**config.mk**
```make
export PLATFORM = sky130hd
export DESIGN_NAME = mmss_timer_core
export DESIGN_NICKNAME = d
export VERILOG_FILES = /design/src/rtl/timer_pkg.sv /design/src/rtl/mod_updown_counter.sv /design/src/rtl/mmss_timer_core.sv
export SDC_FILE = /design/constraint.sdc
export NUM_CORES = 1
export LEC_CHECK = 0
export BUFFER_PORTS_ARGS = -buffer_cell sky130_fd_sc_hd__buf_2
export CAP_MARGIN = 40
export CORE_AREA = 8 8 81 83
export CTS_CLUSTER_DIAMETER = 150
export DETAILED_ROUTE_END_ITERATION = 16
export DIE_AREA = 0 0 89 91
export HOLD_SLACK_MARGIN = 0.05
export PLACE_DENSITY = 0.75
export SYNTH_ARGS = -nofsm -noshare
export SYNTH_HDL_FRONTEND = slang
export SYNTH_HIERARCHICAL = 1
export SYNTH_SLANG_ARGS = --single-unit
```
**constraint.sdc**
```tcl
create_clock -name clk -period 4.9 [get_ports clk]
set_input_delay 0.98 -clock clk [delete_from_list [all_inputs] [get_ports clk]]
set_output_delay 0.98 -clock clk [all_outputs]
set_load 0.01 [all_outputs]
```
**src/rtl/timer_pkg.sv**
```systemverilog
// Shared definitions for the minutes:seconds timer: FSM state encoding and
// default stage terminal values.
package timer_pkg;

   localparam int SEC_MAX_DEF = 59;
   localparam int MIN_MAX_DEF = 99;

   typedef enum logic [1:0] {
      ST_IDLE    = 2'd0,
      ST_RUN     = 2'd1,
      ST_PAUSED  = 2'd2,
      ST_EXPIRED = 2'd3
   } state_t;

endpackage

```
**src/rtl/mod_updown_counter.sv**
```systemverilog
// Modulo-(MAX+1) up/down counter stage with clear, clamped load and
// combinational terminal flags used for carry/borrow into the next stage.
module mod_updown_counter #(
   parameter int MAX = 59,
   parameter int W   = 6
) (
   input  logic         clk,
   input  logic         rst,
   input  logic         clr,
   input  logic         ld,
   input  logic [W-1:0] ld_val,
   input  logic         step,
   input  logic         dir,
   output logic [W-1:0] cnt,
   output logic         at_max,
   output logic         at_zero
);

   localparam logic [W-1:0] MAX_V = W'(MAX);
   localparam logic [W-1:0] ONE_V = W'(1);

   logic [W-1:0] r_cnt;
   logic [W-1:0] w_ld_clamped;

   assign w_ld_clamped = (ld_val > MAX_V) ? MAX_V : ld_val;
   assign at_max       = (r_cnt == MAX_V);
   assign at_zero      = (r_cnt == '0);
   assign cnt          = r_cnt;

   // NOTE: sequential state uses non-blocking assignments so every register
   // samples the pre-edge values of its neighbours.
   always_ff @(posedge clk or posedge rst) begin
      if (rst) begin
         r_cnt <= '0;
      end else if (clr) begin
         r_cnt <= '0;
      end else if (ld) begin
         r_cnt <= w_ld_clamped;
      end else if (step) begin
         if (dir) r_cnt <= at_zero ? MAX_V : r_cnt - ONE_V;
         else     r_cnt <= at_max  ? '0    : r_cnt + ONE_V;
      end
   end

endmodule

```
**src/rtl/mmss_timer_core.sv**
```systemverilog
// Minutes:seconds timer core: cascaded second/minute stages advanced by a 1 Hz
// tick, run/pause/expire FSM, lap freeze of the displayed value and wrap pulse.
module mmss_timer_core
   import timer_pkg::*;
#(
   parameter int SEC_MAX = SEC_MAX_DEF,
   parameter int MIN_MAX = MIN_MAX_DEF,
   parameter int SEC_W   = 6,
   parameter int MIN_W   = 8
) (
   input  logic             clk,
   input  logic             rst,
   input  logic             sync_reset,
   input  logic             tick,
   input  logic             start,
   input  logic             stop,
   input  logic             mode_down,
   input  logic             load,
   input  logic [MIN_W-1:0] load_min,
   input  logic [SEC_W-1:0] load_sec,
   input  logic             lap,
   output logic [SEC_W-1:0] sec_count,
   output logic [MIN_W-1:0] min_count,
   output logic [SEC_W-1:0] disp_sec,
   output logic [MIN_W-1:0] disp_min,
   output logic             lap_active,
   output logic             running,
   output logic             done,
   output logic             wrap
);

   state_t           r_state, w_state_nxt;
   logic             r_wrap, r_lap_active;
   logic [SEC_W-1:0] r_lap_sec;
   logic [MIN_W-1:0] r_lap_min;

   logic w_sec_max, w_sec_zero, w_min_max, w_min_zero, w_sec_one;
   logic w_step, w_at_origin, w_sec_step, w_min_step, w_expire, w_ld;

   // A tick only counts when nothing of higher priority claims the cycle.
   assign w_step      = tick && (r_state == ST_RUN) && !sync_reset && !load && !stop && !start;
   assign w_at_origin = w_sec_zero && w_min_zero;
   assign w_sec_step  = w_step && !(mode_down && w_at_origin);
   assign w_min_step  = w_sec_step && (mode_down ? w_sec_zero : w_sec_max);
   assign w_sec_one   = (sec_count == SEC_W'(1));
   assign w_expire    = w_step && mode_down && w_min_zero && (w_sec_one || w_sec_zero);
   assign w_ld        = load && !sync_reset;

   mod_updown_counter #(.MAX(SEC_MAX), .W(SEC_W)) u_sec (
      .clk(clk), .rst(rst), .clr(sync_reset), .ld(w_ld), .ld_val(load_sec),
      .step(w_sec_step), .dir(mode_down),
      .cnt(sec_count), .at_max(w_sec_max), .at_zero(w_sec_zero)
   );

   mod_updown_counter #(.MAX(MIN_MAX), .W(MIN_W)) u_min (
      .clk(clk), .rst(rst), .clr(sync_reset), .ld(w_ld), .ld_val(load_min),
      .step(w_min_step), .dir(mode_down),
      .cnt(min_count), .at_max(w_min_max), .at_zero(w_min_zero)
   );

   // NOTE: next-state defaults to the current state first, so no path through
   // the block leaves it unassigned and no latch is inferred.
   always_comb begin
      w_state_nxt = r_state;
      if (sync_reset) begin
         w_state_nxt = ST_IDLE;
      end else if (load) begin
         if (r_state == ST_EXPIRED) w_state_nxt = ST_IDLE;
      end else if (stop) begin
         if (r_state == ST_RUN) w_state_nxt = ST_PAUSED;
      end else if (start) begin
         if (r_state == ST_IDLE || r_state == ST_PAUSED)
            w_state_nxt = (mode_down && w_at_origin) ? ST_EXPIRED : ST_RUN;
      end else if (w_expire) begin
         w_state_nxt = ST_EXPIRED;
      end
   end

   always_ff @(posedge clk or posedge rst) begin
      if (rst) begin
         r_state      <= ST_IDLE;
         r_wrap       <= 1'b0;
         r_lap_active <= 1'b0;
         r_lap_sec    <= '0;
         r_lap_min    <= '0;
      end else begin
         r_state <= w_state_nxt;
         r_wrap  <= w_sec_step && !mode_down && w_sec_max && w_min_max;
         if (sync_reset) begin
            r_lap_active <= 1'b0;
         end else if (lap) begin
            // Capture the pre-edge count, so a coincident tick is not included.
            if (!r_lap_active) begin
               r_lap_sec <= sec_count;
               r_lap_min <= min_count;
            end
            r_lap_active <= !r_lap_active;
         end
      end
   end

   assign disp_sec   = r_lap_active ? r_lap_sec : sec_count;
   assign disp_min   = r_lap_active ? r_lap_min : min_count;
   assign lap_active = r_lap_active;
   assign running    = (r_state == ST_RUN);
   assign done       = (r_state == ST_EXPIRED);
   assign wrap       = r_wrap;

endmodule

```
# After elaboration in Yosys (flattened, before gate mapping)
# Cells that the tools add are included.
word_totals:
  regBits: 32
  latchBits: 0
  ramBits: 0
  rom_bits: 0
  input_bits: 23
  out_inout_bits: 32
  word_cells: 85
  n_memories: 0
classes:
  addsub: 4
  mul: 0
  n_div: 0
  order_cmp: 2
  eq_ne: 9
  shift: 0
  muxes: 28
  n_bitwise: 1
  n_reduce_logical: 34
ops:
  columns: ["operator", "n"]
  rows:
  - ["8-bit two-way mux", 8]
  - ["6-bit two-way mux", 8]
  - ["2-bit two-way mux", 9]
  - ["1-bit logical AND", 16]
  - ["8-bit by 1-bit adder with 8-bit output (second input constant)", 1]
  - ["8-bit by 7-bit equality test with 1-bit output (second input constant)", 1]
  - ["8-bit by 7-bit > comparator with 1-bit output (second input constant)", 1]
  - ["8-bit zero test", 1]
  - ["8-bit by 1-bit subtractor with 8-bit output (second input constant)", 1]
  - ["1-bit zero test", 7]
  - ["6-bit by 1-bit adder with 6-bit output (second input constant)", 1]
  - ["6-bit by 1-bit equality test with 1-bit output (second input constant)", 1]
  - ["6-bit equality test (second input constant)", 1]
  - ["6-bit > comparator (second input constant)", 1]
  - ["6-bit zero test", 1]
  - ["3-bit nonzero test", 2]
  - ["6-bit by 1-bit subtractor with 6-bit output (second input constant)", 1]
  - ["5-bit by 2-bit != test with 1-bit output (second input constant)", 1]
  - ["5-bit nonzero test", 1]
  - ["2-bit equality test (second input constant)", 2]
  - ["4-bit by 2-bit != test with 1-bit output (second input constant)", 1]
  - ["4-bit AND reduction", 1]
  - ["1-bit two-way mux", 3]
  - ["3-bit by 2-bit != test with 1-bit output (second input constant)", 1]
  - ["other kinds (6)", 7]

# Longest topological paths before layout
logic_depth:
  word_depth: 14
  mapped_depth: 11
  depth_no_buf: 11

# Cells and area by module
# Netlist, hierarchy kept.
modules_own_cells:
  columns: ["module", "instances", "cells_each", "area_per_inst_um2", "seq_area_each_um2"]
  rows:
  - ["mmss_timer_core", 1, 83, 988.4, 450.4]
  - ["mod_updown_counter (u_min)", 1, 114, 898.4, 200.2]
  - ["mod_updown_counter (u_sec)", 1, 80, 640.6, 150.1]

# Worst setup path after synthesis
# Ideal clock, no wire load.
synth_path:
  path_kind: "register to register"
  start: "reg u_min.r_cnt[0], in the netlist u_min/cnt[0]"
  end: "reg u_min.r_cnt[3], in the netlist u_min/cnt[3]"
  setup_ns: 0.121
  arrival_time_ns: 2.464
  t_required_ns: 4.779
  path_slack_ns: 2.315
  path_stages_with_launch: 11
  n_path_buf: 0
  period_less_slack_ns: 2.585
  path_cell_list: "dfrtp_1 -> inv_1 -> ha_1 -> or3b_2 -> nor2_4 -> nand3_1 -> nor3b_1 -> nor2b_1 -> nor3_1 -> o41ai_1 -> a22o_1"
synth_via:
  elab_chain_cells: 7
  elab_cells_between_ends: 16
  cone_classes: "add/sub: 2; eq/ne: 1; mux: 6; reduce/logical: 7"
synth_lines:
  columns: ["element", "line_no", "rtl"]
  rows:
  - ["start: declaration", "mod_updown_counter.sv:22", "logic [W-1:0] r_cnt;"]
  - ["start signal: assignment", "mod_updown_counter.sv:38", "r_cnt <= w_ld_clamped;"]
  - ["start signal: assignment", "mod_updown_counter.sv:40", "if (dir) r_cnt <= at_zero ? MAX_V : r_cnt - ONE_V;"]
  - ["start signal: assignment", "mod_updown_counter.sv:41", "else r_cnt <= at_max ? '0 : r_cnt + ONE_V;"]
  - ["8-bit zero test", "mod_updown_counter.sv:27", "assign at_zero = (r_cnt == '0);"]
  - ["net w_min_zero", "mmss_timer_core.sv:37", "logic w_sec_max, w_sec_zero, w_min_max, w_min_zero, w_sec_one;"]
  - ["1-bit logical AND", "mmss_timer_core.sv:42", "assign w_at_origin = w_sec_zero && w_min_zero;"]
  - ["1-bit logical AND", "mmss_timer_core.sv:43", "assign w_sec_step = w_step && !(mode_down && w_at_origin);"]
  - ["1-bit zero test", "mmss_timer_core.sv:43", null]
  - ["1-bit logical AND", "mmss_timer_core.sv:43", null]
  - ["net w_sec_step", "mmss_timer_core.sv:38", "logic w_step, w_at_origin, w_sec_step, w_min_step, w_expire, w_ld;"]
  - ["1-bit logical AND", "mmss_timer_core.sv:44", "assign w_min_step = w_sec_step && (mode_down ? w_sec_zero : w_sec_max);"]
  - ["net w_min_step", "mmss_timer_core.sv:38", null]
  - ["3-bit nonzero test (no source line)", null, null]
# The timed path passes the listed nets, and every way through them passes these cells. The select of a mux whose other input is x is not followed.
# A chain may end at the register's enable or synchronous reset.

# Worst setup path after layout
layout_path:
  start: "reg u_min.r_cnt[0], in the netlist u_min/cnt[0]"
  end: "reg u_min.r_cnt[4], in the netlist u_min/cnt[4]"
# Same word-level chain as after synthesis.

==> results.toml <==
[cts]
clockBufferDepth = 2
clkTransAtPathRegs_ps = 60
htree_levels = 2
cts_made_buffers = 5
clk_latency_ps = 280
cts-root-buf = "clkbuf_8"
cts_tree = "built"
cts_setup_buffers = 0
ctsHoldBuffers = 0
numClockSinks = 32
cts_resized = 0

[synth]
ys.flop_type = "dfrtp_1"
synthCells = 277
ys_warn_count = 6
seq_area_frac_synth_pct = 31.68
synthArstFlopShare_pct = 100.0
synthAdderAreaFrac_pct = 2.970
synth_cell_types = 66
synth-simple-area-share_pct = 23.02
synth_top_family_by_area = "simple AND/OR/NAND/NOR gates"
netlist_area_um2 = 2527
synth_compound_area_share_pct = 18.32
syn_avg_cell_area_um2 = 9.124
synth_fp_nets = 306
ys_seq_elements = 32
synth_top_area_cell = "dfrtp_1"
synth_top_area_share_pct = 31.68
yosys-mux-area-fraction_pct = 14.11
ys_top_cells_by_area = "dfrtp_1, mux2_2, a21oi_1, ha_1, nor2_1"
synth_xor_area_share_pct = 3.812
synth-edff-count = 0

[setup_path]
r2r_cells = 11
path_delay_family = "simple AND/OR/NAND/NOR gates"
timing.critical_path.to_type = "register"
cp.arrival_ps = 3320
worstSetupPathType = "reg -> reg"
cp_max_fo = 11
critPathBufInv = 2
slowest_delay_ps = 520
startpoint_type = "register"
worstPathRequired_ps = 5090
cp.depth = 11
crit_chain = "inv_1 -> ha_1 -> or3b_2 -> nor2_4 -> nand3_1 -> nor3b_1 -> buf_4 -> nor2b_1 -> nor3_1 -> a31oi_1 -> a311oi_1"
critPathSlowestCell = "or3b_2"

[floorplanning]
num_rows = 27
dieHeight_um = 91
core_um2 = 5338
io_pins = 55
die_w_um = 89
die_area_um2 = 8099
start_util_pct = 47.35

[timing]
skew_ps = 3.991
report.final.hold_viol_count = 0
worst_slack_ps = 1765
maxSlewViolCount = 0
finalCriticalPeriod_ps = 3135
fmax_mhz = 319.0
worstMarginPinSlew_ps = 690.0
finalSetupViolations = 0
slew_headroom_pct = 54.00
rsz0062_at_grt = "false"
tns_ps = 0
finalCritPeriodShare_pct = 63.98

[place]
io_buffers = 54
dpl.hpwl_um = 4889
placed_area_um2 = 2824
dp_cells = 390
place_ws_ps = 1784
gp_congestion = 0.8644

[power]
power_frac_comb_pct = 28.2
clkPwrFrac_pct = 27.6
p_sw_share_pct = 31.97
power.switching_w = 0.0002382
pwr-share-seq_pct = 44.2
ir_drop_mv = 0.1235
power.density_nw_per_um2 = 255.6
leakagePower_nw = 1.355
intPower_w = 0.0005068

[min_path]
hold_depth = 1
hold_class = "reg -> reg"

[global_route]
grt_pass1_wl_um = 11300
antenna_found_initial = 0
track_usage_pct = 17.34
grt_max_degree = 31
grt_overflow = 0
grt_pass1_vias = 2268

[cells_and_area]
layout_common_cells = "buf_2, dfrtp_1, mux2_2"
antennaDiodeCount = 0
seqCellArea_um2 = 800.8
synthToLayoutAreaGrowth_pct = 15.30
layout.nets = 354
stdcell_area_um2 = 2914
fill_cells = 494
drive_gt1_share_pct = 32.52
final_cells = 398
mostFrequentLayoutCell = "buf_2"
multiInputGateArea_um2 = 1573

[route]
drc_errors = 0
vias_per_cell = 5.947
drtPass1Iterations = 4
drtIter0Drc = 190
ant_nets = 0
wl_per_cell_um = 16.85
vias = 2367
routed_wl_um = 6707

[flow_run]
drv_cap = 0

[run_status]
status = "complete, no violations"
[metrics by stage]
stage	util (%)	power [W]	hold slack, ps
after global routing	54.59	0.0007874	528.0
after detailed placement	52.91	0.0005408	489.6
final	54.59	0.0007449	504.0
after CTS	54.59	0.0007498	506.2
after floorplan	-	0.0004776	474.9
after global placement	52.70	0.0005367	483.2
[power groups by stage]
stage,logic [W],registers (W),clock network (W)
5_1_grt,0.000231,0.000335,0.000221
3_5_place_dp,0.000207,0.000334,0
4_1_cts,0.000209,0.000328,0.000212
3_3_place_gp,0.000204,0.000332,0
2_1_floorplan,0.000163,0.000315,0
6_report,0.000210,0.000329,0.000206
[kinds of logic after synthesis]
logic type / after synthesis
DFF: 32
buffers and inverters: 33
and+or+nand+nor: 97
muxes: 32
AOI/OAI and AO/OA: 66
adders and majority gates: 6
xor gates and xnor gates: 11
[cell usage after synthesis, types with 4 or more instances]
cell / number
mux2_2: 29
inv_1: 17
nor3_1: 11
nor2_1: 18
nand3_1: 10
nand2_1: 15
nor2b_1: 8
a31oi_1: 7
clkbuf_1: 6
ha_1: 6
xor2_1: 5
nor3b_1: 4
xnor2_1: 6
a21oi_1: 16
dfrtp_1: 32
buf_2: 6
o21ai_0: 8
[sequential cells by signal, indices dropped and copies added (netlist names)]
name	cells
r_lap_min	8
u_min/cnt	8
r_lap_sec	6
u_sec/cnt	6
r_state	2
lap_active	1
wrap	1
[path summary, 6_finish.rpt]
check	from	end	slack [ps]
worst min register to register	r_lap_min[5]$_DFFE_PP0P_	r_lap_min[5]$_DFFE_PP0P_	500
min in group asynchronous	rst	u_sec/cnt[4]$_DFFE_PP0P_	640
max in group asynchronous	rst	r_lap_sec[3]$_DFFE_PP0P_	3640
worst max-delay path	u_min/cnt[0]$_DFFE_PP0P_	u_min/cnt[4]$_DFFE_PP0P_	1760
worst max register to register	u_min/cnt[0]$_DFFE_PP0P_	u_min/cnt[4]$_DFFE_PP0P_	1760
worst min-delay path	r_lap_min[5]$_DFFE_PP0P_	r_lap_min[5]$_DFFE_PP0P_	500
[metal layers]
metal	wire length, um	global-route usage [%]	vias to the layer above
li1	-	-	1125
met1	3176	23.77	1134
met2	2975	26.04	102
met3	517	4.324	6
met4	38	5.132	0
met5	0	0	-
[final cells by class]
cell class	instances	share of cell area, %
clock buffers	8	3.091
inverters	17	2.190
multi-input cells	212	53.97
flip-flops and latches	32	27.48
well taps	72	3.091
repair buffers	57	10.18
Power figures use the tool's default switching activity.
